==> src/rtl/mlp_score_argmax.sv <==
// Argmax over packed MLP class scores, one compare per cycle, with running correct/total counters.
// Label checking and correct_cnt exist only when MLP_ARGMAX_LABEL_CHECK_EN is defined.
module mlp_score_argmax #(
  parameter int N_CLASS = 10,
  parameter int SCORE_W = 8,
  parameter int CNT_W   = 10
) (
  input  logic                         clk,
  input  logic                         rst_n,
  input  logic                         done_in,
  input  logic [N_CLASS*SCORE_W-1:0]   ans_in,
  input  logic [3:0]                   label_in,
  input  logic                         clear,
  output logic                         busy,
  output logic                         valid,
  output logic [3:0]                   pred_class,
  output logic [N_CLASS-1:0]           pred_onehot,
  output logic [SCORE_W-1:0]           pred_score,
  output logic [CNT_W-1:0]             correct_cnt,
  output logic [CNT_W-1:0]             total_cnt,
  output logic                         overrun
);
  typedef enum logic [1:0] {IDLE, SCAN, REPORT} state_t;

  localparam logic [3:0]         LAST_IDX = 4'(N_CLASS - 1);
  localparam logic [CNT_W-1:0]   CNT_MAX  = '1;
  localparam logic [N_CLASS-1:0] ONEHOT0  = N_CLASS'(1);

  state_t                      r_state, w_next;
  logic [N_CLASS*SCORE_W-1:0]  r_scores;
  logic signed [SCORE_W-1:0]   r_best;
  logic [3:0]                  r_best_idx, r_i;
  logic                        r_valid, r_overrun;
  logic [3:0]                  r_pred_class;
  logic [N_CLASS-1:0]          r_pred_onehot;
  logic [SCORE_W-1:0]          r_pred_score;
  logic [CNT_W-1:0]            r_total;
  logic                        w_accept, w_last;
  logic signed [SCORE_W-1:0]   w_cand, w_best;
  logic [3:0]                  w_best_idx;

  assign w_cand = r_scores[r_i*SCORE_W +: SCORE_W];

  always_ff @(posedge clk or negedge rst_n) begin
    if (!rst_n) r_state <= IDLE;
    else        r_state <= w_next;
  end

  always_comb begin
    w_next     = r_state;
    w_accept   = 1'b0;
    w_last     = 1'b0;
    w_best     = r_best;
    w_best_idx = r_best_idx;
    case (r_state)
      IDLE, REPORT: begin
        if (done_in) begin
          w_accept = 1'b1;
          w_next   = SCAN;
        end else begin
          w_next   = IDLE;
        end
      end
      SCAN: begin
        // Strict compare: an equal later score never displaces the lower index.
        if (w_cand > r_best) begin
          w_best     = w_cand;
          w_best_idx = r_i;
        end
        if (r_i == LAST_IDX) begin
          w_last = 1'b1;
          w_next = REPORT;
        end
      end
      default: w_next = IDLE;
    endcase
  end

  always_ff @(posedge clk or negedge rst_n) begin
    if (!rst_n) begin
      r_scores      <= '0;
      r_best        <= '0;
      r_best_idx    <= '0;
      r_i           <= '0;
      r_valid       <= 1'b0;
      r_pred_class  <= '0;
      r_pred_onehot <= ONEHOT0;
      r_pred_score  <= '0;
    end else begin
      r_valid <= w_last;
      if (w_accept) begin
        r_scores   <= ans_in;
        r_best     <= ans_in[SCORE_W-1:0];
        r_best_idx <= '0;
        r_i        <= 4'd1;
      end else if (r_state == SCAN) begin
        r_best     <= w_best;
        r_best_idx <= w_best_idx;
        r_i        <= r_i + 4'd1;
      end
      if (w_last) begin
        r_pred_class  <= w_best_idx;
        r_pred_onehot <= ONEHOT0 << w_best_idx;
        r_pred_score  <= w_best;
      end
    end
  end

  always_ff @(posedge clk or negedge rst_n) begin
    if (!rst_n) begin
      r_total   <= '0;
      r_overrun <= 1'b0;
    end else if (clear) begin
      r_total   <= '0;
      r_overrun <= 1'b0;
    end else begin
      if (w_last && r_total != CNT_MAX) r_total <= r_total + 1'b1;
      if (done_in && r_state == SCAN)   r_overrun <= 1'b1;
    end
  end

`ifdef MLP_ARGMAX_LABEL_CHECK_EN
  logic [3:0]       r_label;
  logic [CNT_W-1:0] r_correct;

  always_ff @(posedge clk or negedge rst_n) begin
    if (!rst_n) begin
      r_label   <= '0;
      r_correct <= '0;
    end else begin
      if (w_accept) r_label <= label_in;
      if (clear)
        r_correct <= '0;
      else if (w_last && r_label == w_best_idx && r_correct != CNT_MAX)
        r_correct <= r_correct + 1'b1;
    end
  end

  assign correct_cnt = r_correct;
`else
  logic w_unused_label;
  assign w_unused_label = ^label_in;
  assign correct_cnt    = '0;
`endif

  assign busy        = (r_state == SCAN);
  assign valid       = r_valid;
  assign pred_class  = r_pred_class;
  assign pred_onehot = r_pred_onehot;
  assign pred_score  = r_pred_score;
  assign total_cnt   = r_total;
  assign overrun     = r_overrun;
endmodule

==> config.mk <==
export PLATFORM = sky130hd
export DESIGN_NAME = mlp_score_argmax
export DESIGN_NICKNAME = d
export VERILOG_FILES = /design/src/rtl/mlp_score_argmax.sv
export SDC_FILE = /design/constraint.sdc
export NUM_CORES = 1
export LEC_CHECK = 0
export BUFFER_PORTS_ARGS = -buffer_cell sky130_fd_sc_hd__buf_2
export CAP_MARGIN = 20
export CORE_MARGIN = 5
export CORE_UTILIZATION = 45
export DETAILED_ROUTE_END_ITERATION = 8
export GPL_TIMING_DRIVEN = 0
export HOLD_SLACK_MARGIN = 0.1
export PLACE_DENSITY = 0.68
export SETUP_SLACK_MARGIN = 0.4
export SLEW_MARGIN = 20
export SYNTH_ARGS = -nofsm -noshare
export SYNTH_HDL_FRONTEND = slang
export SYNTH_SLANG_ARGS = --single-unit
==> constraint.sdc <==
create_clock -name clk -period 3.6 [get_ports clk]
set_clock_uncertainty 0.05 [all_clocks]
set_input_delay 0.72 -clock clk [delete_from_list [all_inputs] [get_ports clk]]
set_output_delay 0.72 -clock clk [all_outputs]
set_load 0.02 [all_outputs]
Word-level counts from Yosys, hierarchy flattened

Index checks and enable logic that the tools add are counted.
W data, S select, Z words.

Output and inout bits: 45
Flip-flop bits (word level): 132
Word-level logic and storage cells: 49

Reduce and logical (&&, ||, !) cells: 7
Magnitude comparators: 1
Eq/ne operators: 5
Multiplexer cells: 21
Add/sub/neg operators: 2
Shifts and indexed selects: 2

Operators by type and width:

| cell                    | number |
|---|---|
| $shiftx A80 B8 Y8       | 1 |
| $mux W8                 | 4 |
| $mux W4                 | 6 |
| $mux W10                | 2 |
| $add A10 B1 Y10 const B | 1 |
| $ne A10 B10 Y1 const B  | 1 |
| $shl A1 B4 Y10 const A  | 1 |
| $gt A8 B8 Y1            | 1 |
| $mux W1                 | 7 |
| $reduce_bool A2 Y1      | 3 |
| $add A4 B1 Y4 const B   | 1 |
| $eq A4 B4 Y1 const B    | 1 |
| $pmux W2 S2             | 1 |
| $eq A2 B1 Y1 const B    | 1 |
| $eq A2 B2 Y1 const B    | 1 |
| $logic_and A1 B1 Y1     | 2 |
| $logic_not A2 Y1        | 1 |
| $mux W2                 | 1 |
| $ne A2 B1 Y1 const B    | 1 |
| $reduce_or A2 Y1        | 1 |

Logic depth before layout (Yosys ltp)

Depth in word-level cells: 6
Gate-level depth with buffers: 12
Depth with buffers taken out: 9

Least setup slack after synthesis

OpenSTA, ideal clock, no wires.

Kind: reg2reg
From: reg r_i[0]
To: reg r_pred_onehot[9] (netlist: pred_onehot[9])
Buffers on the path: 2
Path slack: 0.591 ns
Period minus slack after synthesis: 3.009 ns
Arrival time: 2.855 ns
Cell stages (with the launch flop): 12
Setup time: 0.104 ns
Required time: 3.446 ns
Path through: dfrtp_1 buf_4 buf_4 mux2_1 o22ai_1 o31ai_2 ha_1 and4_1 a211oi_2 or3_4 or4b_1 o311ai_1

Word-level cells in the longest chain between the ends: 5

RTL lines:

| element                | line | text |
|---|---|---|
| start, declared        | 32   | `logic [3:0] r_best_idx, r_i;` |
| start signal, assigned | 99   | `r_i <= r_i + 4'd1;` |
| $shiftx A80 B8 Y8      | 42   | `assign w_cand = r_scores[r_i*SCORE_W +: SCORE_W];` |
| $gt A8 B8 Y1           | 66   | `if (w_cand > r_best) begin` |
| $mux W4                | 66   |  |
| $mux W4                | 55   | `case (r_state)` |
| $shl A1 B4 Y10         | 103  | `r_pred_onehot <= ONEHOT0 << w_best_idx;` |
| end signal, assigned   | 103  |  |
| end, declared          | 35   | `logic [N_CLASS-1:0] r_pred_onehot;` |

Parallel ways exist; a longest one is shown, timed or not.
A chain may end at the register's enable or synchronous reset.

Worst setup path after layout

From: reg r_i[0]
To: reg r_best[4]

Word-level cells in the longest chain between the ends: 6

RTL lines:

| element              | line | text |
|---|---|---|
| $shiftx A80 B8 Y8 *  | 42   |  |
| $gt A8 B8 Y1         | 66   |  |
| $mux W8 *            | 66   |  |
| $mux W8 *            | 55   |  |
| $mux W8 *            | 96   | `end else if (r_state == SCAN) begin` |
| $mux W8 *            | 91   | `if (w_accept) begin` |
| end signal, assigned | 93   | `r_best <= ans_in[SCORE_W-1:0];` |
| end signal, assigned | 97   | `r_best <= w_best;` |
| end, declared        | 31   | `logic signed [SCORE_W-1:0] r_best;` |

Every way passes the cells marked *; elsewhere a longest branch is shown, timed or not. The select of a mux whose other input is x is not followed.

==> run_results.csv <==
group,metric,value,unit
die,die-area,0.0166,mm²
power,seq_power_share,27.1,%
timing,rsz0062_at_grt,"true",
final_layout,finalNonFillerCells,1045,
final_layout,finish.net_count,952,
critical_path,required,3830,ps
die,die_height,129,µm
synth,post_synth_inst_count,688,
critical_path,critical_path.startpoint_type,"flop",
cts,cts_root_buf,"sky130_fd_sc_hd__clkbuf_16",
final_layout,multi_input_area,0.00300,mm²
die,placement_rows,43,
timing,hold_viol,0,
outcome,status,"complete, no violations",
synth,synthDominantCellAreaShare,51.6,%
timing,timing.final.ws_setup,414,ps
critical_path,timing.critical_path.arrival,3410,ps
final_layout,fin_util,59.9,%
power,p_clk_share,19.0,%
drt,drt_iter0_markers,360,
drt,drc,0,
placement,gp_congestion,0.857,
flow_run,max_cap_violations,0,
die,die_w,129,µm
synth,ys_ff_latch,132,
placement,placement.io_buffers,118,
timing,drv_slew,0,
cts,clkTransAtPathRegs,60,ps
die,floorplan.initialDensity,45.7,%
placement,total_instance_count_after_detailed_placement,996,
critical_path,r2r_slack,410,ps
synth,synth.cell_area,0.00635,mm²
drt,wire_per_inst,16.3,µm
cts,insertion_delay,420,ps
power,internal_power,0.00539,W
global_route,vias_in_the_first_global_route,5238,
critical_path,critPathCapture,"r_best[4]$_DFFE_PN0P_",
power,power.leakage,4.21,nW
timing,finalSetupViolCount,0,
synth,cell_with_the_most_instances_after_synthesis,"sky130_fd_sc_hd__nand2_1",
power,p_comb_share,53.9,%
timing,max_clock_freq,0.314,GHz
synth,ys_seq_area_share,52.0,%
cts,cts_sinks,132,
drt,viasPerCell,5.12,
global_route,grt_start_max_net_pins,76,
synth,yosys_warnings,0,
cts,cts_buffer_depth,2,
global_route,grt_util_all_layers,20.4,%
die,coreArea,0.0139,mm²
cts,tritoncts,"yes",
placement,pre_cts_setup_slack,86.1,ps
synth,netlist_top_cells_area,"sky130_fd_sc_hd__dfrtp_1, sky130_fd_sc_hd__nand2_1, sky130_fd_sc_hd__mux2_2",
cts,tritoncts.num_buffers,17,
global_route,antenna_violations_before_repair,0,
critical_path,crit_path_start,"r_i[0]$_DFFE_PN0P_",
critical_path,r2r.worst_path.cells,12,
placement,place_hpwl,11.8,mm
drt,antenna_violating_nets_post_route,0,
timing,timing.final.crit_share,88.5,%
final_layout,fraction_of_final_layout_cells_sized_beyond_drive_strength_1,29.6,%
drt,dr_total_vias,5353,
final_layout,area.sequential,0.00331,mm²
critical_path,worstReg2RegStart,"r_i[0]$_DFFE_PN0P_",
synth,synth_area_leader_cell,"sky130_fd_sc_hd__dfrtp_1",
synth,yosys-top-cells-count,"sky130_fd_sc_hd__nand2_1, sky130_fd_sc_hd__dfrtp_1, sky130_fd_sc_hd__clkbuf_1, sky130_fd_sc_hd__mux2_2, sky130_fd_sc_hd__nor2_1",
timing,max_slew_margin,40.0,%
global_route,grt_first_pass_wirelength,26.2,mm
final_layout,syn2layout_area_growth,30.9,%
final_layout,antenna-diode-count,0,
drt,route.final.wire_length,17.1,mm
timing,period_minus_slack,3190,ps
critical_path,critPathMaxFanout,10,
cts,cts_htree_levels,4,
power,power-per-cell-area,1100,mW/mm²
critical_path,end_kind,"flop",
critical_path,reg2reg_to,"r_best[4]$_DFFE_PN0P_",
hold_path,hold_path.class,"in2async",
synth,synth_enable_flop_cells,0,
power,max-vdd-ir-drop,0.000748,V
global_route,grt_overflow_total,0,
synth,yosysUniqueCellTypes,52,
critical_path,path_class,"reg2reg",
power,power_switching,0.00375,W
synth,async_s_r_ff_share_synth,100,%
final_layout,n_fill_cell,1246,
timing,worst_pin_slew,900,ps
synth,synth_ff_type,"sky130_fd_sc_hd__dfrtp_1",
synth,synth.avg_cell_area,9.23,µm²
power,sw_share,41.0,%
timing,setup-tns-final,0,ps
drt,iteration_count_of_the_initial_detailed_routing_pass,5,
die,io_pins,133,
-- timing repair --
item,4_1_cts,5_1_grt
pin swaps,3,27
setup endpoints to repair,34,34
hold buffers,0,0
gates resized for setup,12,56
cloned,0,5
setup buffers,4,9
-- worst max-delay path, cell delays in order, from the launching register on --
cell and delay, ps:
sky130_fd_sc_hd__dfrtp_2 450, sky130_fd_sc_hd__buf_8 170, sky130_fd_sc_hd__clkbuf_16 160, sky130_fd_sc_hd__mux2_1 350
sky130_fd_sc_hd__o22ai_1 270, sky130_fd_sc_hd__o31ai_4 110, sky130_fd_sc_hd__ha_1 340, sky130_fd_sc_hd__nand2_1 80
sky130_fd_sc_hd__nor3_1 80, sky130_fd_sc_hd__or3_4 410, sky130_fd_sc_hd__buf_8 160, sky130_fd_sc_hd__nor3_1 290
sky130_fd_sc_hd__o31ai_1 120
-- cell usage in the layout (no fill, tap or decap), types with 4 or more instances in the layout --
cell type,netlist,final
sky130_fd_sc_hd__o21ai_1,5,5
sky130_fd_sc_hd__mux2_2,22,21
sky130_fd_sc_hd__clkbuf_1,22,25
sky130_fd_sc_hd__buf_1,4,4
sky130_fd_sc_hd__nand2b_1,5,5
sky130_fd_sc_hd__dfrtp_1,131,130
sky130_fd_sc_hd__xnor2_1,8,8
sky130_fd_sc_hd__nand2_1,270,268
sky130_fd_sc_hd__mux2_1,16,14
sky130_fd_sc_hd__buf_4,15,27
sky130_fd_sc_hd__o31ai_4,0,5
sky130_fd_sc_hd__inv_1,14,14
sky130_fd_sc_hd__clkbuf_8,0,7
sky130_fd_sc_hd__buf_2,8,122
sky130_fd_sc_hd__o21ai_0,4,4
sky130_fd_sc_hd__nor2_1,19,19
sky130_fd_sc_hd__o22ai_1,15,4
sky130_fd_sc_hd__a21oi_2,0,8
sky130_fd_sc_hd__nor2b_1,4,4
sky130_fd_sc_hd__a32o_1,8,8
sky130_fd_sc_hd__o22ai_2,0,8
sky130_fd_sc_hd__o31ai_1,16,16
sky130_fd_sc_hd__nand3_1,9,9
sky130_fd_sc_hd__conb_1,1,10
sky130_fd_sc_hd__ha_1,11,8
sky130_fd_sc_hd__nor4_1,6,6
sky130_fd_sc_hd__a21oi_1,18,10
sky130_fd_sc_hd__clkbuf_16,0,19
sky130_fd_sc_hd__nor3_1,15,15
sky130_fd_sc_hd__buf_8,0,4
-- per-layer routing --
layer  routed length, µm  global-route usage (%)
met1                7660                    28.3
met4                 450                    8.52
met3                1090                    4.36
met5                   0                       0
met2                7850                    31.0
-- state kept, by name, summed over array words and instances, names as in the netlist, 2 cells and up --
register,cells
r_scores,80
pred_onehot,10
total_cnt,10
pred_score,8
r_best,8
pred_class,4
r_best_idx,4
r_i,4
r_state,2
-- through the flow --
step                      hold WS [ps]  total power, W  cell area, µm²
after floorplan                    374         0.00517            6380
after global placement             402         0.00616            7200
after detailed placement           406         0.00623            7240
after CTS                          185         0.00818            7900
after global routing               205         0.00971            8310
final                              164         0.00914            8310
-- cell families (layout without fill, tap and decap cells) --
logic type	after synthesis	after routing	synth area share (%)
adder cells (fa/ha/maj)	11	11	2.17
buffers and inverters	66	234	5.08
flip-flops	132	132	52.0
XOR/XNOR	10	10	1.38
AND/OR/NAND/NOR	345	345	22.7
AO/OA/AOI/OAI	84	84	9.64
other	1	10	0.0591
multiplexers	39	39	6.90
-- how the worst min path moves through the flow --
stage / startpoint / to / slack, ps / cells past startpoint
after detailed placement: r_scores[16]$_DFFE_PN0P_ / r_scores[16]$_DFFE_PN0P_ / 410 / 2
after global routing: rst_n / pred_score[1]$_DFFE_PN0P_ / 200 / 1
final: rst_n / pred_score[4]$_DFFE_PN0P_ / 160 / 1
after floorplan: rst_n / overrun$_DFFE_PN0P_ / 370 / 0
after CTS: rst_n / pred_score[4]$_DFFE_PN0P_ / 190 / 1
after global placement: r_scores[22]$_DFFE_PN0P_ / r_scores[22]$_DFFE_PN0P_ / 400 / 2
-- cell type report --
class,instances,area share (%)
Buffer,50,3.93
Clock buffer,28,6.34
Clock inverter,3,0.783
Inverter,16,0.738
Multi-Input combinational cell,499,36.1
Sequential cell,132,39.8
Tap cell,180,2.71
Timing Repair Buffer,137,9.59
-- power by group through the flow --
stage | sequential, W | clock [W] | combinational [W]
final | 0.00248 | 0.00173 | 0.00493
after global placement | 0.00245 | 0 | 0.00371
after floorplan | 0.00251 | 0 | 0.00267
after CTS | 0.00245 | 0.00176 | 0.00397
after detailed placement | 0.00247 | 0 | 0.00375
after global routing | 0.00254 | 0.00182 | 0.00534
Note: power is estimated with default switching activity, not from simulation.
